==> config.mk <==
export PLATFORM = sky130hd
export DESIGN_NAME = ubtb_update_ctrl
export DESIGN_NICKNAME = d
export VERILOG_FILES = /design/src/rtl/ubtb_update_ctrl.sv
export SDC_FILE = /design/constraint.sdc
export NUM_CORES = 1
export LEC_CHECK = 0
export BUFFER_PORTS_ARGS = -buffer_cell sky130_fd_sc_hd__buf_4
export CELL_PAD_IN_SITES_DETAIL_PLACEMENT = 1
export CELL_PAD_IN_SITES_GLOBAL_PLACEMENT = 1
export CORE_MARGIN = 4
export CORE_UTILIZATION = 53
export CTS_BUF_LIST = sky130_fd_sc_hd__clkbuf_2 sky130_fd_sc_hd__clkbuf_4 sky130_fd_sc_hd__clkbuf_8
export DETAILED_ROUTE_END_ITERATION = 16
export GPL_TIMING_DRIVEN = 0
export MAX_ROUTING_LAYER = met4
export PLACE_DENSITY = 0.95
export SETUP_SLACK_MARGIN = 0.1
export SLEW_MARGIN = 10
export SYNTH_ARGS = -nofsm -noshare
export SYNTH_HDL_FRONTEND = slang
export SYNTH_SLANG_ARGS = --single-unit
==> constraint.sdc <==
create_clock -name i_clk -period 12.94 [get_ports i_clk]
set_input_delay 2.588 -clock i_clk [delete_from_list [all_inputs] [get_ports i_clk]]
set_output_delay 2.588 -clock i_clk [all_outputs]
set_load 0.02 [all_outputs]
==> src/rtl/ubtb_update_ctrl.sv <==
// uBTB update controller: queues resolved taken-branch corrections, drains them
// into the uBTB write port, and raises a one-cycle fetch redirect on mispredicts.
`ifndef MXLEN
`define MXLEN 32
`endif

module ubtb_update_ctrl #(
  parameter int XLEN   = `MXLEN,
  parameter int QDEPTH = 4
) (
  input  logic            i_clk,
  input  logic            i_rst,
  input  logic            i_res_vld,
  output logic            o_res_rdy,
  input  logic [XLEN-1:0] i_res_pc,
  input  logic [XLEN-1:0] i_res_target,
  input  logic            i_res_taken,
  input  logic            i_res_pred_hit,
  input  logic [XLEN-1:0] i_res_pred_target,
  input  logic            i_flush,
  input  logic            i_ubtb_hold,
  output logic            o_ubtb_update,
  output logic [XLEN-1:0] o_pc_jumpsrc,
  output logic [XLEN-1:0] o_pc_jumpdst,
  output logic            o_redirect_vld,
  output logic [XLEN-1:0] o_redirect_pc,
  output logic [15:0]     o_mispred_cnt
);

  localparam int AW = $clog2(QDEPTH);

  typedef struct packed {
    logic [XLEN-1:0] src;
    logic [XLEN-1:0] dst;
  } ent_t;

  ent_t          q_mem [QDEPTH];
  logic [AW-1:0] wptr, rptr, yptr;
  logic [AW:0]   count;
  logic          full, empty;
  logic          accept, need_upd, mispred, pop, coal, push;

  assign full  = (count == (AW+1)'(QDEPTH));
  assign empty = (count == '0);
  assign yptr  = wptr - AW'(1);

  assign o_res_rdy = !full;
  assign accept    = i_res_vld && o_res_rdy && !i_flush;
  assign need_upd  = i_res_taken && (!i_res_pred_hit || (i_res_pred_target != i_res_target));
  assign mispred   = (i_res_taken != i_res_pred_hit) || need_upd;

  assign pop           = !empty && !i_ubtb_hold;
  assign o_ubtb_update = pop;
  assign o_pc_jumpsrc  = empty ? '0 : q_mem[rptr].src;
  assign o_pc_jumpdst  = empty ? '0 : q_mem[rptr].dst;

  // Youngest entry can only be rewritten if it is not also the head leaving now.
  assign coal = accept && need_upd && !empty && (q_mem[yptr].src == i_res_pc)
             && !(pop && (count == (AW+1)'(1)));
  assign push = accept && need_upd && !coal;

  always_ff @(posedge i_clk) begin
    if (push) q_mem[wptr] <= '{src: i_res_pc, dst: i_res_target};
    if (coal) q_mem[yptr].dst <= i_res_target;
  end

  always_ff @(posedge i_clk) begin
    if (i_rst) begin
      wptr  <= '0;
      rptr  <= '0;
      count <= '0;
    end else begin
      if (push) wptr <= wptr + AW'(1);
      if (pop)  rptr <= rptr + AW'(1);
      case ({push, pop})
        2'b10:   count <= count + (AW+1)'(1);
        2'b01:   count <= count - (AW+1)'(1);
        default: count <= count;
      endcase
    end
  end

  always_ff @(posedge i_clk) begin
    if (i_rst) begin
      o_redirect_vld <= 1'b0;
      o_redirect_pc  <= '0;
      o_mispred_cnt  <= '0;
    end else begin
      o_redirect_vld <= accept && mispred;
      if (accept && mispred) begin
        o_redirect_pc <= i_res_taken ? i_res_target : i_res_pc + XLEN'(4);
        if (o_mispred_cnt != 16'hFFFF) o_mispred_cnt <= o_mispred_cnt + 16'd1;
      end
    end
  end

endmodule

# Yosys cells after proc, flatten, opt, wreduce, memory -nomap -nowiden
# Memories as Yosys holds them, arrays and structs flattened. A register that Yosys moved wholly into a read port is not among the register bits.
# Index checks and enable logic that the tools add are counted.
# word_totals
ff_bits	56
mem_bits_rw	256
input_bits	103
word_cells	59
memories	1
# mem_list
memory	words	width	read_ports	rd_clocked_by_memory_dff	write_ports	line	source
q_mem	4	64	2	1	1	37	ent_t q_mem [QDEPTH];
# op_classes
addsub	7
eq_ne	8
muxes	13
reduce_logical	24
# ops
cell	count
two-way mux 32 bit	3
two-way mux 64 bit	1
OR reduction 64 bit	1
adder 32 x 3 -> 32 bit, second input constant	1
== test 32 bit	1
!= test 32 bit	1
adder 16 x 1 -> 16 bit, second input constant	1
!= test 16 bit, second input constant	1
logical AND 1 bit	11
two-way mux 2 bit	4
logical NOT 1 bit	7
one-hot mux 3 bit (2 select lines)	1
adder 2 x 1 -> 2 bit, second input constant	2
two-way mux 1 bit	4
adder 3 x 1 -> 3 bit, second input constant	1
== test 3 x 1 -> 1 bit, second input constant	1
== test 3 bit, second input constant	1
logical NOT 3 bit	1
subtractor 3 x 1 -> 3 bit, second input constant	1
== test 2 x 1 -> 1 bit, second input constant	1
== test 2 bit, second input constant	1
logical OR 1 bit	2
AND reduction 2 bit	1
nonzero test 2 bit	1
other kinds (2)	2

# Depth between registers and ports, before layout
# Gate-level depths: netlist (run 1).
# depth
word_depth	13
ltp_mapped	14
ltp_nobuf	12

# Worst setup path after synthesis (run 1)
# Ideal clock, no wire load.
# synth_path
kind	input to register
startpoint	in i_res_pc[14]
endpoint	mem q_mem[0][0] (netlist name) (enable)
setup_time_ns	0.435
arrival_time_ns	5.795
required_ns	12.505
slack_ns	6.710
cell_stages	8
n_path_buf	2
path_cell_list	clkbuf_1 xnor2_1 nor4_1 o21ai_0 or4_1 buf_2 nor2_2 mux2i_1
# synth_via
elab_chain_len	8
# synth_rtl
element	line	source
start, declared	15	input logic [XLEN-1:0] i_res_pc,
== test 32 bit (*)	58	assign coal = accept && need_upd && !empty && (q_mem[yptr].src == i_res_pc)
logical AND 1 bit (*)	58	
logical AND 1 bit (*)	59	&& !(pop && (count == (AW+1)'(1)));
branches (longest 5 deep; another with OR reduction 64 bit)	-	
end, declared	37	
# Every way passes the cells marked *.

==> flow_metrics.py, run 1 <==
metrics = {
    "pwr": {
        "total_power_mw": 3.05,
        "p_sw_mw": 1.06,
        "leakagePower_nw": 6.21,
        "seq_power_share": 0.374,
        "p_sw_frac": 0.346,
        "peakVddDrop_mv": 0.0844,
        "clockPowerShare": 0.304,
        "powerDensity_mw_per_mm2": 170,
        "intPower_mw": 2.00,
        "combPwrFrac": 0.323,
    },
    "worst_hold_path": {
        "holdCritPathClass": "reg -> reg",
    },
    "placed_design": {
        "dp_hpwl_um": 36000,
        "dp.cells": 1550,
        "post-place-ws_ns": 6.59,
        "place_congestion": 0.858,
        "portBuffers": 216,
    },
    "floorplan": {
        "ioPinCount": 218,
        "die_area_mm2": 0.0302,
        "core_region_area_mm2": 0.0270,
        "num_rows": 60,
        "die_y_um": 174,
        "initial_core_util": 0.540,
        "fp.dieW_um": 174,
    },
    "timing": {
        "setup_tns_ns": 0,
        "rsz0062_at_grt": "false",
        "period_needed_ns": 6.55,
        "hold_violations": 0,
        "slew_violations": 0,
        "worst_pin_slew_ns": 1.13,
        "min_period_over_period": 0.506,
        "slew_headroom": 0.247,
        "worst_slack_ns": 6.39,
        "holdWs_ns": 0.488,
        "fin_skew_ns": 0.0346,
        "maxClockFrequency_ghz": 0.153,
        "finalSetupViolCount": 0,
    },
    "critical_path": {
        "cp-start-kind": "flip-flop",
        "critical_path_class": "reg -> out",
        "end_kind": "output port",
        "crit_slowest_cell": "buf_1",
        "cp_data_arrival_time_ns": 3.96,
        "slowest_delay_ns": 0.91,
        "crit_chain": "clkbuf_1, buf_1, clkbuf_1, mux4_2, nor2b_1, buf_4",
        "cp_data_required_time_ns": 10.35,
        "path_common_cell": "clkbuf_1",
        "cp_max_fo": 10,
        "path_delay_family": "buffers and inverters",
        "crit_buf_inv": 4,
    },
    "clock_tree": {
        "cts-root-buf": "clkbuf_8",
        "clockBufferDepth": 3,
        "cts_tree": "yes",
        "cts_num_sinks": 314,
        "postCtsHoldBufs": 0,
        "postCtsSetupRepairBufs": 0,
        "clk_pin_slew_ns": 0.06,
        "clock_latency_ns": 0.60,
        "cts_resized": 0,
        "cts_max_level": 2,
        "cts_buffers": 52,
    },
    "detailed_routing": {
        "drtAntennaViolNets": 0,
        "routed_wl_um": 56500,
        "drc": 0,
        "dr.pass1.iters": 7,
        "drt_iter0_drc": 1660,
        "avgRoutedWirePerCell_um": 34.3,
        "viasPerCell": 6.96,
        "vias": 11500,
    },
    "synthesis": {
        "synthMuxAreaShare": 0.170,
        "yosysSeqAreaShare": 0.608,
        "syn_area_mm2": 0.0146,
        "ys_warn_count": 0,
        "synth_cell_types": 55,
        "synthFlopType": "edfxtp_1",
        "synth_top_family_by_area": "multiplexers",
        "synthXorXnorAreaFrac": 0.0620,
        "ys_seq_elements": 314,
        "synth-edff-count": 256,
        "synth_compound_area_frac": 0.0335,
        "postSynthAreaPerCell_um2": 14.8,
        "synth_adder_area_share": 0.00602,
        "synthSimpleGateAreaFrac": 0.101,
        "synth_cells": 985,
        "synthArstFlopShare": 0,
        "synth_fp_nets": 1095,
    },
    "grt": {
        "first_global_vias": 12000,
        "grt-ovfl-total": 0,
        "gr-usage-all-layers": 0.381,
        "grt_pass1_wl_um": 83200,
        "grt_max_degree": 20,
        "antenna_found_initial": 1,
    },
    "finish": {
        "finalNetCount": 1373,
        "layout_common_cells": "256 x edfxtp_1, 217 x buf_4, 87 x mux4_2",
        "finalNonFillerCells": 1648,
        "syn_to_final_growth_pct": 23.4,
        "layout-drive-gt1-share": 0.324,
        "final_common_cell": "edfxtp_1",
        "fillerInstances": 2536,
    },
    "flow_run": {
        "drv_cap": 0,
    },
    "outcome": {
        "outcome": "completed",
    },
}
## stage by stage
stage                util  cell area (um2)
finish              0.667            18000
global route        0.667            18000
CTS                 0.667            18000
detailed placement  0.627            16900
global placement    0.616            16600
floorplan               -            14600
## power groups by stage
stage,Combinational [mW],Sequential [mW],Clock (mW)
2_1_floorplan,0.537,1.16,0
3_3_place_gp,0.910,1.16,0
3_5_place_dp,0.951,1.16,0
4_1_cts,0.974,1.14,0.929
5_1_grt,1.03,1.14,0.978
6_report,0.985,1.14,0.928
## sequential cells by signal, indices dropped and copies added, names as in the netlist, named ones only
name	flops
count	3
o_mispred_cnt	16
o_redirect_pc	32
o_redirect_vld	1
q_mem	256
rptr	2
wptr	2
## cells in the mapped netlist, types with 3 or more instances
| master | instances | area share |
|---|---|---|
| a211oi_1 | 5 | 0.0026 |
| buf_6 | 4 | 0.0031 |
| buf_2 | 3 | 0.0010 |
| nand3_1 | 27 | 0.0093 |
| nor2b_1 | 70 | 0.030 |
| buf_1 | 11 | 0.0028 |
| nor4_1 | 6 | 0.0026 |
| o211ai_1 | 4 | 0.0021 |
| mux2_2 | 5 | 0.0039 |
| xor2_1 | 29 | 0.017 |
| edfxtp_1 | 256 | 0.53 |
| and4_1 | 4 | 0.0024 |
| dfxtp_1 | 58 | 0.080 |
| nand2b_1 | 4 | 0.0017 |
| and2_1 | 4 | 0.0017 |
| or4_1 | 3 | 0.0015 |
| o32ai_1 | 3 | 0.0018 |
| o21ai_0 | 29 | 0.010 |
| a31o_2 | 3 | 0.0018 |
| nand4_1 | 23 | 0.0099 |
| o22ai_1 | 4 | 0.0017 |
| inv_1 | 13 | 0.0034 |
| o2111ai_1 | 3 | 0.0018 |
| nor2_1 | 67 | 0.017 |
| clkbuf_1 | 35 | 0.0090 |
| mux2i_1 | 46 | 0.032 |
| and3_1 | 9 | 0.0039 |
| a311oi_1 | 3 | 0.0018 |
| ha_1 | 7 | 0.0060 |
| nor3_1 | 4 | 0.0014 |
| xnor2_1 | 74 | 0.045 |
| nand2_1 | 49 | 0.013 |
| a21oi_1 | 8 | 0.0028 |
| mux4_2 | 87 | 0.13 |
## cells by family after synthesis
kind of cell | Yosys count
buffers and inverters | 67
XOR/XNOR | 103
flip-flops | 314
AND/OR/NAND/NOR | 282
AO/OA/AOI/OAI | 74
multiplexers | 138
adder cells (fa/ha/maj) | 7
## worst reg2reg max path: cells and delay by family, from the launching register on
family / cells / cell delay, ns
XOR/XNOR: 1 / 0.37
multiplexers: 2 / 1.34
AND/OR/NAND/NOR: 4 / 1.47
buffers and inverters: 3 / 1.68
flip-flops: 1 / 0.62
## per-layer routing
metal | wire, um | GRT usage | up-vias
met5 | 0 | - | -
met4 | 3200 | 0.162 | 0
met3 | 5810 | 0.0803 | 296
met2 | 27200 | 0.610 | 1050
met1 | 20300 | 0.477 | 5783
li1 | - | - | 4346
## area by class of cell
class	count	area (um2)	area share
Sequential cell	314	8850	0.492
Multi-Input combinational cell	604	5500	0.306
Timing Repair Buffer	224	1840	0.102
Clock buffer	76	940	0.0523
Tap cell	341	427	0.0237
Buffer	54	240	0.0134
Clock inverter	21	123	0.00682
Inverter	13	48.8	0.00272
Antenna cell	1	2.50	0.000139
## worst paths after layout
path	from	slack (ns)	to	cells past startpoint
max reg2reg	wptr[1]	7.15	q_mem[0][6]	10
max	flip-flop	6.39	o_pc_jumpdst[30]	6
min	o_redirect_pc[29]	0.49	o_redirect_pc[29]	2
min reg2reg	o_redirect_pc[29]	0.49	o_redirect_pc[29]	2
Note: power is estimated with default switching activity, not from simulation.
==> inputs of run 2 (changes only) <==
--- a/config.mk
+++ b/config.mk
@@ -5,16 +5,17 @@
 export SDC_FILE = /design/constraint.sdc
 export NUM_CORES = 1
 export LEC_CHECK = 0
+export ABC_AREA = 1
 export BUFFER_PORTS_ARGS = -buffer_cell sky130_fd_sc_hd__buf_4
 export CELL_PAD_IN_SITES_DETAIL_PLACEMENT = 1
 export CELL_PAD_IN_SITES_GLOBAL_PLACEMENT = 1
 export CORE_MARGIN = 4
-export CORE_UTILIZATION = 53
+export CORE_UTILIZATION = 41
 export CTS_BUF_LIST = sky130_fd_sc_hd__clkbuf_2 sky130_fd_sc_hd__clkbuf_4 sky130_fd_sc_hd__clkbuf_8
 export DETAILED_ROUTE_END_ITERATION = 16
 export GPL_TIMING_DRIVEN = 0
 export MAX_ROUTING_LAYER = met4
-export PLACE_DENSITY = 0.95
+export PLACE_DENSITY = 0.86
 export SETUP_SLACK_MARGIN = 0.1
 export SLEW_MARGIN = 10
 export SYNTH_ARGS = -nofsm -noshare
==> constraint.sdc (replaced) <==
create_clock -name i_clk -period 5.61 [get_ports i_clk]
set_input_delay 1.122 -clock i_clk [delete_from_list [all_inputs] [get_ports i_clk]]
set_output_delay 1.122 -clock i_clk [all_outputs]
set_load 0.02 [all_outputs]
==> flow_metrics.py, run 2 <==
metrics = {
    "detailed_routing": {
        "drt_iter0_drc": 1235,
        "dr.pass1.iters": 5,
        "drtAntennaViolNets": 0,
        "viasPerCell": 5.65,
        "avgRoutedWirePerCell_um": 23.5,
        "routed_wl_um": 62200,
        "vias": 15000,
        "drc": 0,
    },
    "floorplan": {
        "num_rows": 71,
        "ioPinCount": 218,
        "die_area_mm2": 0.0413,
        "die_y_um": 203,
        "fp.dieW_um": 203,
        "core_region_area_mm2": 0.0377,
        "initial_core_util": 0.415,
    },
    "synthesis": {
        "yosysSeqAreaShare": 0.566,
        "synthFlopType": "edfxtp_1",
        "synth-edff-count": 256,
        "synth_area_leader_cell": "edfxtp_1",
        "ys_warn_count": 0,
        "synth_top_area_frac": 0.492,
        "postSynthAreaPerCell_um2": 8.64,
        "synth_cells": 1809,
        "synth_cell_types": 39,
        "synth_area_leaders": "edfxtp_1 49%, nand2_1 10%, dfxtp_1 7.4%, o21ai_0 7.1%, nor2_1 5.3%",
        "synth_fp_nets": 1919,
        "synth_commonest_cells": "434 x nand2_1, 256 x edfxtp_1, 223 x o21ai_0",
        "syn_area_mm2": 0.0156,
        "synthArstFlopShare": 0,
        "yosysMostFrequentCell": "nand2_1",
        "ys_seq_elements": 314,
    },
    "placed_design": {
        "post-place-ws_ns": 1.38,
        "dp_hpwl_um": 45900,
        "place_congestion": 0.944,
        "portBuffers": 216,
        "dpl-instance-area_mm2": 0.0181,
    },
    "timing": {
        "period_needed_ns": 4.65,
        "worst_slack_ns": 0.957,
        "maxClockFrequency_ghz": 0.215,
        "slew_headroom": 0.214,
        "hold_violations": 0,
        "setup_tns_ns": 0,
        "worst_pin_slew_ns": 1.18,
        "finalSetupViolCount": 0,
        "fin_skew_ns": 0.0215,
        "rsz0062_at_grt": "false",
        "slew_violations": 0,
        "min_period_over_period": 0.829,
    },
    "finish": {
        "syn_to_final_growth_pct": 23.5,
        "fillerInstances": 4566,
        "n_antenna_cell": 0,
        "layout-drive-gt1-share": 0.168,
        "largest_reg_flops": 256,
        "regMostFlops": "q_mem",
        "fin_util": 0.512,
        "finalNetCount": 2201,
        "largestRegisters": "q_mem (256), o_redirect_pc (32), o_mispred_cnt (16)",
        "fin_area_mm2": 0.0193,
        "layout_common_cells": "434 x nand2_1, 256 x edfxtp_1, 223 x o21ai_0",
        "final_common_cell": "nand2_1",
    },
    "clock_tree": {
        "postCtsHoldBufs": 0,
        "cts_max_level": 2,
        "clock_latency_ns": 0.62,
        "cts_resized": 0,
        "cts_tree": "yes",
        "cts-root-buf": "clkbuf_8",
        "cts_num_sinks": 314,
        "cts_buffers": 53,
        "clockBufferDepth": 3,
        "postCtsSetupRepairBufs": 0,
        "clk_pin_slew_ns": 0.06,
    },
    "critical_path": {
        "cp_data_required_time_ns": 4.49,
        "critical_path_class": "reg -> out",
        "end_kind": "output port",
        "r2r_slack_ns": 1.68,
        "cp_data_arrival_time_ns": 3.53,
        "r2r_end": "q_mem[3][46]",
        "cp_max_fo": 10,
        "rr_worst_depth": 17,
        "reg2reg_from": "wptr[1]",
        "crit_end": "o_pc_jumpsrc[10]",
        "cp-start-kind": "flip-flop",
    },
    "outcome": {
        "outcome": "completed",
    },
    "grt": {
        "first_global_vias": 15800,
        "grt_max_degree": 25,
        "gr-usage-all-layers": 0.299,
        "antenna_found_initial": 0,
        "grt_pass1_wl_um": 92100,
        "grt-ovfl-total": 0,
    },
    "worst_hold_path": {
        "holdCritPathClass": "reg -> reg",
    },
    "pwr": {
        "peakVddDrop_mv": 0.213,
        "powerDensity_mw_per_mm2": 346,
        "leakagePower_nw": 7.73,
        "total_power_mw": 6.68,
    },
    "flow_run": {
        "drv_cap": 0,
    },
}
==> run 2: cell count changes after synthesis, moves of 32 or more <==
cell,change
nor2b_1,-70
nand3_1,+32
xnor2_1,-61
mux4_2,-87
mux2i_1,-43
nand2_1,+385
a21oi_1,+129
nor2_1,+155
inv_1,+161
o21ai_0,+194
==> run 2: metal layers <==
metal / up-vias / GRT usage / part of all wire
li1: 6664 / - / -
met3: 182 / 0.0712 / 0.090
met5: - / - / 0
met2: 732 / 0.482 / 0.47
met1: 7379 / 0.364 / 0.39
met4: 0 / 0.125 / 0.043
==> run 2: area by class of cell <==
class / instances / area [um2] / share of cell area
tap: 511 / 639 / 0.0331
multi-input combinational: 1232 / 5810 / 0.301
sequential: 314 / 8850 / 0.459
inverter: 179 / 677 / 0.0351
clock buffer: 79 / 968 / 0.0502
clock inverter: 20 / 180 / 0.00934
buffer: 84 / 360 / 0.0187
timing repair buffer: 227 / 1810 / 0.0940
==> run 2: through the flow <==
stage	instances	hold slack [ns]
2_1_floorplan	1809	0.465
3_3_place_gp	2536	0.441
3_5_place_dp	2547	0.448
4_1_cts	2646	0.464
5_1_grt	2646	0.492
6_report	2646	0.463
==> run 2: worst min-delay path by stage <==
| stage | to | start | slack (ns) | depth (start not counted) |
|---|---|---|---|---|
| 2_1_floorplan | count[2] | count[2] | 0.46 | 2 |
| 3_3_place_gp | o_redirect_pc[1] | o_redirect_pc[1] | 0.44 | 2 |
| 3_5_place_dp | o_redirect_pc[1] | o_redirect_pc[1] | 0.45 | 2 |
| 4_1_cts | o_redirect_pc[1] | o_redirect_pc[1] | 0.46 | 2 |
| 5_1_grt | o_redirect_pc[1] | o_redirect_pc[1] | 0.49 | 2 |
| 6_report | o_redirect_pc[22] | o_redirect_pc[22] | 0.46 | 2 |
==> run 2: critical path, cell delays in order, from the launching register on <==
cell and delay [ns]:
dfxtp_1 0.30, clkbuf_1 0.32, inv_1 0.22, clkbuf_1 0.57
clkbuf_1 0.66, o21ai_0 0.36, a21oi_1 0.29, buf_4 0.19
==> run 2: logic make-up after synthesis <==
logic type               count (synthesis)  share of synthesized area
AO/OA/AOI/OAI                          401                      0.135
XOR/XNOR                                35                     0.0196
adder cells (fa/ha/maj)                  7                    0.00560
buffers and inverters                  263                     0.0664
flip-flops                             314                      0.566
multiplexers                             3                    0.00192
AND/OR/NAND/NOR                        786                      0.205
==> run 2: power breakdown <==
group	total, mW	internal (mW)	switching (mW)
sequential	2.60	2.57	0.0299
clock	2.24	1.25	0.988
combinational	1.84	0.559	1.28
total	6.68	4.38	2.30
==> inputs of run 3 (changes only) <==
--- a/config.mk
+++ b/config.mk
@@ -5,17 +5,17 @@
 export SDC_FILE = /design/constraint.sdc
 export NUM_CORES = 1
 export LEC_CHECK = 0
-export ABC_AREA = 1
+export ABC_AREA = 0
 export BUFFER_PORTS_ARGS = -buffer_cell sky130_fd_sc_hd__buf_4
 export CELL_PAD_IN_SITES_DETAIL_PLACEMENT = 1
 export CELL_PAD_IN_SITES_GLOBAL_PLACEMENT = 1
 export CORE_MARGIN = 4
-export CORE_UTILIZATION = 41
+export CORE_UTILIZATION = 49
 export CTS_BUF_LIST = sky130_fd_sc_hd__clkbuf_2 sky130_fd_sc_hd__clkbuf_4 sky130_fd_sc_hd__clkbuf_8
 export DETAILED_ROUTE_END_ITERATION = 16
 export GPL_TIMING_DRIVEN = 0
 export MAX_ROUTING_LAYER = met4
-export PLACE_DENSITY = 0.86
+export PLACE_DENSITY = 0.89
 export SETUP_SLACK_MARGIN = 0.1
 export SLEW_MARGIN = 10
 export SYNTH_ARGS = -nofsm -noshare
==> constraint.sdc (replaced) <==
create_clock -name i_clk -period 4.6 [get_ports i_clk]
set_input_delay 0.92 -clock i_clk [delete_from_list [all_inputs] [get_ports i_clk]]
set_output_delay 0.92 -clock i_clk [all_outputs]
set_load 0.02 [all_outputs]
==> flow_metrics.py, run 3 (synthesized netlist as in run 1, its figures left out) <==
metrics = {
    "timing": {
        "slew_headroom": 0.225,
        "worst_pin_slew_ns": 1.16,
        "fin_skew_ns": 0.0300,
        "rsz0062_at_grt": "false",
        "worst_slack_ns": 0.170,
        "slew_violations": 0,
        "finalSetupViolCount": 0,
        "maxClockFrequency_ghz": 0.226,
        "hold_violations": 0,
        "setup_tns_ns": 0,
        "holdWs_ns": 0.474,
        "min_period_over_period": 0.963,
        "period_needed_ns": 4.43,
    },
    "detailed_routing": {
        "vias": 11000,
        "routed_wl_um": 52000,
        "drtAntennaViolNets": 0,
        "viasPerCell": 6.46,
        "drc": 0,
        "drt_iter0_drc": 1398,
        "avgRoutedWirePerCell_um": 30.6,
        "dr.pass1.iters": 5,
    },
    "worst_hold_path": {
        "holdPathEnd": "o_redirect_pc[23]",
        "hold_start": "o_redirect_pc[23]",
        "holdCritPathClass": "reg -> reg",
        "holdPathStages": 2,
    },
    "critical_path": {
        "r2r_end": "q_mem[2][10]",
        "crit_chain": "clkbuf_2, buf_2, mux4_2, xnor2_1, nand4_1, nor2_1, nand4_1, nor2_4, buf_4, mux2i_4, buf_8, buf_8",
        "cp_data_arrival_time_ns": 4.73,
        "cp.depth": 12,
        "crit_buf_inv": 5,
        "crit_slowest_cell": "dfxtp_1",
        "path_delay_family": "buffers and inverters",
        "rr_worst_depth": 12,
        "reg2reg_from": "wptr[1]",
        "cp-start-kind": "flip-flop",
        "end_kind": "flip-flop",
        "critical_path_class": "reg -> reg",
        "r2r_slack_ns": 0.17,
        "cp_data_required_time_ns": 4.90,
        "cp_max_fo": 12,
        "slowest_delay_ns": 0.60,
    },
    "grt": {
        "antenna_found_initial": 0,
        "grt_pass1_wl_um": 75900,
        "grt-ovfl-total": 0,
        "first_global_vias": 11500,
        "gr-usage-all-layers": 0.316,
        "grt_max_degree": 24,
    },
    "finish": {
        "largestRegisters": "q_mem (256), o_redirect_pc (32), o_mispred_cnt (16)",
        "final_common_cell": "edfxtp_1",
        "regMostFlops": "q_mem",
        "layout_common_cells": "256 x edfxtp_1, 221 x buf_4, 87 x mux4_2",
        "finalNonFillerCells": 1699,
        "syn_to_final_growth_pct": 24.8,
        "largest_reg_flops": 256,
        "n_antenna_cell": 0,
        "layout-drive-gt1-share": 0.335,
        "fin_util": 0.626,
        "fin_area_mm2": 0.0182,
        "fillerInstances": 2820,
        "multi_input_area_mm2": 0.00551,
        "finalNetCount": 1381,
        "ff_latch_area_mm2": 0.00885,
    },
    "placed_design": {
        "post-place-ws_ns": -0.676,
        "place_congestion": 0.853,
        "dpl-instance-area_mm2": 0.0170,
        "dp_hpwl_um": 34800,
        "dp.cells": 1597,
        "portBuffers": 216,
    },
    "clock_tree": {
        "clockBufferDepth": 3,
        "cts_max_level": 2,
        "cts-root-buf": "clkbuf_8",
        "cts_buffers": 52,
        "clk_pin_slew_ns": 0.06,
        "clock_latency_ns": 0.60,
        "cts_tree": "yes",
        "cts_num_sinks": 314,
    },
    "pwr": {
        "total_power_mw": 8.69,
        "intPower_mw": 5.76,
        "leakagePower_nw": 6.30,
        "combPwrFrac": 0.317,
        "seq_power_share": 0.369,
        "clockPowerShare": 0.314,
        "powerDensity_mw_per_mm2": 478,
        "p_sw_mw": 2.93,
        "p_sw_frac": 0.337,
        "peakVddDrop_mv": 0.238,
    },
    "flow_run": {
        "drv_cap": 0,
    },
    "floorplan": {
        "num_rows": 62,
        "core_region_area_mm2": 0.0290,
        "fp.dieW_um": 180,
        "die_y_um": 180,
        "die_area_mm2": 0.0325,
        "initial_core_util": 0.502,
        "ioPinCount": 218,
    },
    "outcome": {
        "outcome": "completed",
    },
}
-- run 3: layout make-up --
| class | instances | area share |
|---|---|---|
| plain buffers | 54 | 0.0144 |
| clock buffers | 73 | 0.0498 |
| clock inverters | 25 | 0.0124 |
| inverters | 13 | 0.00269 |
| multi-input cells | 604 | 0.303 |
| flip-flops and latches | 314 | 0.487 |
| well taps | 384 | 0.0264 |
| repair buffers | 232 | 0.104 |
-- run 3: worst max path at each step --
stage               slack [ns]           end          from
floorplan                 0.04   q_mem[0][0]  i_res_pc[14]
global route              0.15  q_mem[2][10]       wptr[1]
CTS                       0.13  q_mem[2][10]       wptr[1]
global placement         -2.31   q_mem[1][8]       wptr[1]
detailed placement       -0.68  q_mem[2][10]       wptr[1]
finish                    0.17  q_mem[2][10]       wptr[1]
-- run 3: metal layers --
layer  GRT usage  routed length (um)  vias to the layer above
met3      0.0624                4950                      200
met4       0.112                2360                        0
met1       0.403               19400                     5561
met2       0.510               25200                      860
li1            -                   -                     4348
met5           -                   0                        -
-- run 3: repair_timing --
item                                    in CTS  in global routing
hold buffers                                 0                  0
setup buffers                                0                  4
pin swaps                                    0                  1
gates resized for setup                     10                  1
endpoints found under the setup margin     305                 62
-- run 3: power by group through the flow --
stage / Clock (mW) / Combinational, mW / Sequential, mW
after floorplan: 0 / 1.51 / 3.27
after global placement: 0 / 2.58 / 3.26
after detailed placement: 0 / 2.68 / 3.26
after CTS: 2.73 / 2.75 / 3.20
after global routing: 2.87 / 2.88 / 3.21
final: 2.73 / 2.76 / 3.21
-- run 3: worst reg2reg max path, stage by stage, from the launching register on --
cell,delay (ns)
dfxtp_1,0.60
clkbuf_2,0.44
buf_2,0.40
mux4_2,0.40
xnor2_1,0.35
nand4_1,0.15
nor2_1,0.14
nand4_1,0.30
nor2_4,0.21
buf_4,0.16
mux2i_4,0.54
buf_8,0.26
buf_8,0.19
